--- src/rtl/config_frame_pkg.sv ---
// rtl/config_frame_pkg.sv - shared constants and state encoding for the frame writer
package config_frame_pkg;

  localparam logic [31:0] SYNC_WORD = 32'hFAB0_FAB1;
  localparam logic [7:0]  OP_WRITE  = 8'h01;
  localparam logic [7:0]  OP_END    = 8'h00;

  typedef enum logic [2:0] {
    IDLE   = 3'd0,
    HEADER = 3'd1,
    DATA   = 3'd2,
    SETUP  = 3'd3,
    STROBE = 3'd4,
    HOLD   = 3'd5
  } state_t;

endpackage

--- src/rtl/frame_strobe_decoder.sv ---
// rtl/frame_strobe_decoder.sv - registered binary-to-one-hot FrameStrobe driver
module frame_strobe_decoder #(
  parameter int Lines = 20,
  parameter int IdxW  = 5
) (
  input  logic             clk,
  input  logic             rst,
  input  logic             load,
  input  logic             clear,
  input  logic [IdxW-1:0]  index,
  output logic [Lines-1:0] strobe
);

  // Strobe comes straight from this register; clear wins so a pulse can never stick.
  always_ff @(posedge clk or posedge rst) begin
    if (rst) begin
      strobe <= '0;
    end else if (clear) begin
      strobe <= '0;
    end else if (load) begin
      strobe <= Lines'(1) << index;
    end
  end

endmodule

--- src/rtl/config_frame_writer.sv ---
// rtl/config_frame_writer.sv - config word stream to frame latch data/strobe sequencer
module config_frame_writer
  import config_frame_pkg::*;
#(
  parameter int MaxFramesPerCol = 20,
  parameter int FrameBitsPerRow = 32,
  parameter int StrobeCycles    = 2
) (
  input  logic                       CLK,
  input  logic                       RESET,
  input  logic [FrameBitsPerRow-1:0] WriteData,
  input  logic                       WriteValid,
  output logic                       WriteReady,
  output logic [FrameBitsPerRow-1:0] FrameData,
  output logic [MaxFramesPerCol-1:0] FrameStrobe,
  output logic                       Busy,
  output logic                       Done,
  output logic                       Error
);

  localparam int          IdxW      = (MaxFramesPerCol > 1) ? $clog2(MaxFramesPerCol) : 1;
  localparam logic [3:0]  CntStart  = 4'(StrobeCycles);
  localparam logic [15:0] IdxLimit  = 16'(MaxFramesPerCol);

  state_t          state;
  state_t          state_next;
  logic [IdxW-1:0] frame_idx;
  logic [3:0]      cnt;
  logic            accept;
  logic            load_idx;
  logic            load_data;
  logic            cnt_load;
  logic            cnt_dec;
  logic            strobe_load;
  logic            strobe_clear;
  logic            done_next;
  logic            error_next;

  assign WriteReady = (state == IDLE) || (state == HEADER) || (state == DATA);
  assign Busy       = (state != IDLE);
  assign accept     = WriteValid && WriteReady;

  // State register; reset lands in IDLE immediately so Busy drops and WriteReady rises.
  always_ff @(posedge CLK or posedge RESET) begin
    if (RESET) begin
      state <= IDLE;
    end else begin
      state <= state_next;
    end
  end

  // Next-state and per-cycle control decode.
  always_comb begin
    state_next   = state;
    load_idx     = 1'b0;
    load_data    = 1'b0;
    cnt_load     = 1'b0;
    cnt_dec      = 1'b0;
    strobe_load  = 1'b0;
    strobe_clear = 1'b0;
    done_next    = 1'b0;
    error_next   = 1'b0;
    case (state)
      IDLE: begin
        if (accept && (WriteData == SYNC_WORD)) begin
          state_next = HEADER;
        end
      end
      HEADER: begin
        if (accept) begin
          state_next = IDLE;
          if (WriteData[31:24] == OP_WRITE) begin
            if (WriteData[15:0] < IdxLimit) begin
              load_idx   = 1'b1;
              state_next = DATA;
            end else begin
              error_next = 1'b1;
            end
          end else if (WriteData[31:24] == OP_END) begin
            done_next = 1'b1;
          end else begin
            error_next = 1'b1;
          end
        end
      end
      DATA: begin
        if (accept) begin
          load_data  = 1'b1;
          state_next = SETUP;
        end
      end
      SETUP: begin
        cnt_load   = 1'b1;
        state_next = STROBE;
      end
      STROBE: begin
        // First STROBE edge raises the line; the edge where the count hits zero drops it,
        // giving exactly StrobeCycles high cycles after the data-stable SETUP window.
        cnt_dec = 1'b1;
        if (cnt == CntStart) begin
          strobe_load = 1'b1;
        end
        if (cnt == 4'd0) begin
          strobe_clear = 1'b1;
          state_next   = HOLD;
        end
      end
      HOLD: begin
        state_next = HEADER;
      end
      default: begin
        state_next = IDLE;
      end
    endcase
  end

  // Datapath: frame data, latched index, strobe counter and the status pulses.
  always_ff @(posedge CLK or posedge RESET) begin
    if (RESET) begin
      FrameData <= '0;
      frame_idx <= '0;
      cnt       <= '0;
      Done      <= 1'b0;
      Error     <= 1'b0;
    end else begin
      if (load_data) begin
        FrameData <= WriteData;
      end
      if (load_idx) begin
        frame_idx <= WriteData[IdxW-1:0];
      end
      if (cnt_load) begin
        cnt <= CntStart;
      end else if (cnt_dec) begin
        cnt <= cnt - 4'd1;
      end
      Done  <= done_next;
      Error <= error_next;
    end
  end

  frame_strobe_decoder #(
    .Lines (MaxFramesPerCol),
    .IdxW  (IdxW)
  ) u_strobe (
    .clk    (CLK),
    .rst    (RESET),
    .load   (strobe_load),
    .clear  (strobe_clear),
    .index  (frame_idx),
    .strobe (FrameStrobe)
  );

endmodule

--- config.mk ---
export PLATFORM = sky130hd
export DESIGN_NAME = config_frame_writer
export DESIGN_NICKNAME = d
export VERILOG_FILES = /design/src/rtl/config_frame_pkg.sv /design/src/rtl/frame_strobe_decoder.sv /design/src/rtl/config_frame_writer.sv
export SDC_FILE = /design/constraint.sdc
export NUM_CORES = 1
export LEC_CHECK = 0
export CAP_MARGIN = 20
export CORE_MARGIN = 2
export CORE_UTILIZATION = 40
export DETAILED_ROUTE_END_ITERATION = 10
export PLACE_DENSITY = 0.67
export SLEW_MARGIN = 20
export SYNTH_ARGS = -nofsm -noshare
export SYNTH_HDL_FRONTEND = slang
export SYNTH_SLANG_ARGS = --single-unit
--- constraint.sdc ---
create_clock -name CLK -period 2.9 [get_ports CLK]
set_clock_uncertainty 0.15 [all_clocks]
set_input_delay 0.58 -clock CLK [delete_from_list [all_inputs] [get_ports CLK]]
set_output_delay 0.58 -clock CLK [all_outputs]
set_load 0.01 [all_outputs]
; Word level (Yosys, flattened, before mapping)
; Index checks and enable logic that the tools add are counted.
[word_totals]
elab_cells = 65
inputBits = 35
output_inout_bits = 56
regBits = 66
[classes]
n_reduce_logical = 11
n_mux = 32
n_lt_le_gt_ge = 1
shifts = 1
n_addsub = 1
n_eq_ne = 12
[ops]
columns = op, count
row1 = $mux 20, 2
row2 = $eq 32x32->1 const B, 1
row3 = $mux 1, 21
row4 = $shl 1x5->20 const A, 1
row5 = $pmux 3 s6, 1
row6 = $lt 16x5->1 const B, 1
row7 = $mux 3, 4
row8 = $eq 8x1->1 const B, 1
row9 = $logic_not 8->1, 1
row10 = $mux 4, 2
row11 = $eq 3x2->1 const B, 2
row12 = $eq 3x3->1 const B, 2
row13 = $ne 2x2->1 const B, 3
row14 = $eq 4x2->1 const B, 1
row15 = $logic_not 4->1, 1
row16 = $mux 2, 2
row17 = $reduce_and 4->1, 1
row18 = $reduce_bool 2->1, 2
row19 = $sub 4x1->4 const B, 1
row20 = $eq 3x1->1 const B, 1
row21 = $logic_not 3->1, 1
row22 = $reduce_bool 3->1, 1
row23 = $logic_and 1x1->1, 2
row24 = $logic_or 1x1->1, 2
row25 = $ne 2x1->1 const B, 1

; Depth between registers and ports, before layout
[logic_depth]
ltp_word = 7
ltp_mapped = 7
ltp_nobuf = 5

; Modules after synthesis
; Synthesis repeated with hierarchy kept, for this count alone.
[unflattened]
hier_cells = 210
area_unflattened_um2 = 2851.5
[modules_own_cells]
columns = module, instances, area_per_inst_um2, cells_per_inst, seq_area_each_um2
row1 = config_frame_writer, 1, 2014.4, 153, 1151.1
row2 = frame_strobe_decoder, 1, 837.1, 57, 500.5

; Worst setup path before layout
; OpenSTA, ideal clock, no wires.
[synth_path]
path_type = input-to-reg
startpoint = input WriteData[25]
endpoint = register frame_idx[0]
arrival_ns = 1.998
path_buffers = 0
stages = 4
setup_ns = 0.125
setup_slack_ns = 0.627
required_ns = 2.625
path_cell_list = nor4_2 or4b_4 nor3_4 mux2_2
[synth_via]
elab_chain_cells = 4
[synth_lines]
columns = element, line_no
row1 = from (decl), config_frame_writer.sv:11  ; input logic [FrameBitsPerRow-1:0] WriteData,
row2 = $eq 8x1->1, config_frame_writer.sv:72  ; if (WriteData[31:24] == OP_WRITE) begin
row3 = $mux 1, config_frame_writer.sv:72
row4 = $mux 1, config_frame_writer.sv:70  ; if (accept) begin
row5 = $mux 1, config_frame_writer.sv:63  ; case (state)
row6 = to (signal assigned), config_frame_writer.sv:130  ; frame_idx <= WriteData[IdxW-1:0];
row7 = to (decl), config_frame_writer.sv:27  ; logic [IdxW-1:0] frame_idx;
; Every way passes these cells.
; A chain may end at the register's enable or synchronous reset.

; Worst setup path in the final report
[layout_path]
startpoint = input WriteData[25]
endpoint = register frame_idx[4]
; Same word-level chain as after synthesis.

==> results_dict.tcl <==
set metrics [dict create \
    outcome "complete, no violations" \
    coreArea_mm2 0.00683 \
    synth_edf_count 0 \
    cts_root_buf "clkbuf_8" \
    p_leak_nw 1.82 \
    cts_tree "done" \
    fin_crit_ns 2.55 \
    grt_pass1_wl_um 10900 \
    final_layout_size_suffix_gt1_share_pct 20.7 \
    drt_wl_total_um 6600 \
    via_per_inst 5.21 \
    rsz0062_at_grt "false" \
    ys.flop_type "dfrtp_1" \
    maxCapViolCount 0 \
    fin_crit_sh_pct 87.9 \
    synthDistinctLibCells 44 \
    num_vias 2210 \
    cts.sinks 66 \
    wl_per_cell_um 15.6 \
    drc_errors 0 \
    post_cts_buffers 0 \
    cts.hold.buffers_added 0 \
    postLayoutCellArea_mm2 0.00413 \
    cp.required_ns 2.97 \
    syn_nets 260 \
    worstMarginPinSlew_ns 0.515 \
    max_freq_mhz 392 \
    num-nets-final 360 \
    synth_area_per_cell_um2 12.7 \
    clk-insertion-delay-late_ns 0.34 \
    grt_start_max_net_pins 47 \
    worstHoldPathType "flip-flop to flip-flop" \
    die_y_um 88.2 \
    drtAntennaViolNets 0 \
    relSlewSlack_pct 65.4 \
    firstDrtPassIters 4 \
    clk_pin_slew_ns 0.07 \
    nFillCells 578 \
    grt_pass1_vias 2175 \
    final-setup-viol-count 0 \
    peakVddDrop_mv 0.369 \
    crit_path_end_kind "flip-flop" \
    async_flop_share_pct 100 \
    h-tree-depth 3 \
    place_ws_ns 0.00272 \
    antenna_found_initial 0 \
    initial_core_util_pct 41.5 \
    ctsResizeCount 0 \
    die_area_mm2 0.00778 \
    port_buffers 90 \
    drtIter0Drc 48 \
    setup_ws_ns 0.351 \
    syn_inst 223 \
    die_x_um 88.2 \
    seq_area_mm2 0.00165 \
    gp_congestion 0.751 \
    synth-warning-count 0 \
    final_hold_viol_count 0 \
    syn-cell-area_mm2 0.00284 \
    cts_buffers 9 \
    multi_input_area_mm2 0.00113 \
    clockBufferDepth 2 \
    whs_ns 0.328 \
    ys_seq_area_share_pct 58.3 \
    synth_seq_cells 66 \
    maxSlewViolCount 0 \
    overflow 0 \
    powerDensity_mw_per_mm2 446 \
    fp-row-count 30 \
    dp_hpwl_um 4830 \
    num_io_pins 91 \
    worstSetupStartpointType "input port" \
    track_usage_pct 18.5 \
    placed_area_mm2 0.00391 \
    diodes 0 \
    setup_total_negative_slack_ns 0 \
    cp_max_fo 6 \
    path_class "input port to flip-flop" \
    area_growth_pct 45.6 \
    arrival_ns 2.62 \
]
-- layout by cell type (no fill, tap or decap), drive strengths merged, types with 4 or more instances in the layout --
cell and count:
mux2 37, a22o 10, clkdlybuf4s50 90, buf 9, clkbuf 15, dfrtp 66, nor4 5, nor3 6
inv 5, nor2 9, nand2 11, a21oi 10, o21ai 9, a32o 4
-- Yosys cell counts (all sizes together) (2+ instances only) --
cell / count / area (um^2)
nand2: 11 / 41.3
nand4b: 2 / 17.5
nor4: 5 / 37.5
mux2: 37 / 417
or3: 3 / 18.8
a31oi: 2 / 12.5
nand4: 3 / 18.8
o21ai: 9 / 45.0
dfrtp: 66 / 1650
nand2b: 2 / 12.5
and2: 2 / 12.5
nor3: 6 / 41.3
or4b: 3 / 33.8
ha: 2 / 25.0
a22o: 10 / 87.6
a41oi: 2 / 17.5
nor2: 9 / 33.8
nand3b: 2 / 15.0
a21oi: 10 / 50.1
nor2b: 2 / 12.5
inv: 5 / 18.8
buf: 7 / 32.5
clkbuf: 3 / 11.3
a32o: 4 / 40.0
-- state kept, by name, indices dropped and copies added, names as in the netlist --
signal / flops
FrameData: 32
u_strobe.strobe: 20
frame_idx: 5
cnt: 4
state: 3
Done: 1
Error: 1
-- worst max-delay path: stages --
cell and delay [ns]:
clkdlybuf4s50_1 0.46, nor4_2 0.33, or4b_4 0.52, nor3_4 0.35, mux2_2 0.38
-- layout make-up --
| class | count | area share, % |
|---|---|---|
| Clock inverter | 1 | 0.727 |
| Inverter | 5 | 0.455 |
| Sequential cell | 66 | 40.0 |
| Clock buffer | 15 | 4.52 |
| Multi-Input combinational cell | 142 | 27.3 |
| Tap cell | 96 | 2.91 |
| Timing Repair Buffer | 99 | 24.1 |
-- per-layer routing --
layer	GRT usage [%]	wire length, um	up-vias
met2	27.2	2920	77
met4	8.26	114	0
met3	7.16	590	10
met1	24.4	2970	1084
met5	0	0	-
li1	-	-	1039
-- cell families after synthesis --
| group | Yosys count | synth area share (%) |
|---|---|---|
| flip-flops | 66 | 58.3 |
| AO/OA/AOI/OAI | 45 | 11.2 |
| buffers and inverters | 15 | 2.21 |
| adder cells (fa/ha/maj) | 2 | 0.882 |
| multiplexers | 37 | 14.7 |
| AND/OR/NAND/NOR | 58 | 12.8 |
-- path summary, 6_finish.rpt --
kind | startpoint | endpoint | slack (ns) | cells after the start
max in group asynchronous | RESET | frame_idx[1] | 1.57 | 3
min | u_strobe.strobe[11] | u_strobe.strobe[11] | 0.33 | 2
max | WriteData[25] | frame_idx[4] | 0.35 | 5
max reg2reg | state[1] | frame_idx[4] | 0.56 | 4
min in group asynchronous | RESET | FrameData[29] | 0.43 | 2
min reg2reg | u_strobe.strobe[11] | u_strobe.strobe[11] | 0.33 | 2
-- metrics by stage --
stage / instances / power, mW / util, %
after global placement: 408 / 1.03 / 57.3
after global routing: 424 / 1.91 / 60.4
after floorplan: 223 / 0.959 / -
after CTS: 424 / 1.86 / 60.4
after detailed placement: 408 / 1.03 / 57.3
final: 424 / 1.84 / 60.4
-- power by group --
part	internal [mW]	switching (mW)	total (mW)
registers	0.920	0.0000000000291	0.920
logic	0.0518	0.0420	0.0938
clock network	0.493	0.333	0.825
total	1.46	0.375	1.84
(Power assumes the default switching activity.)
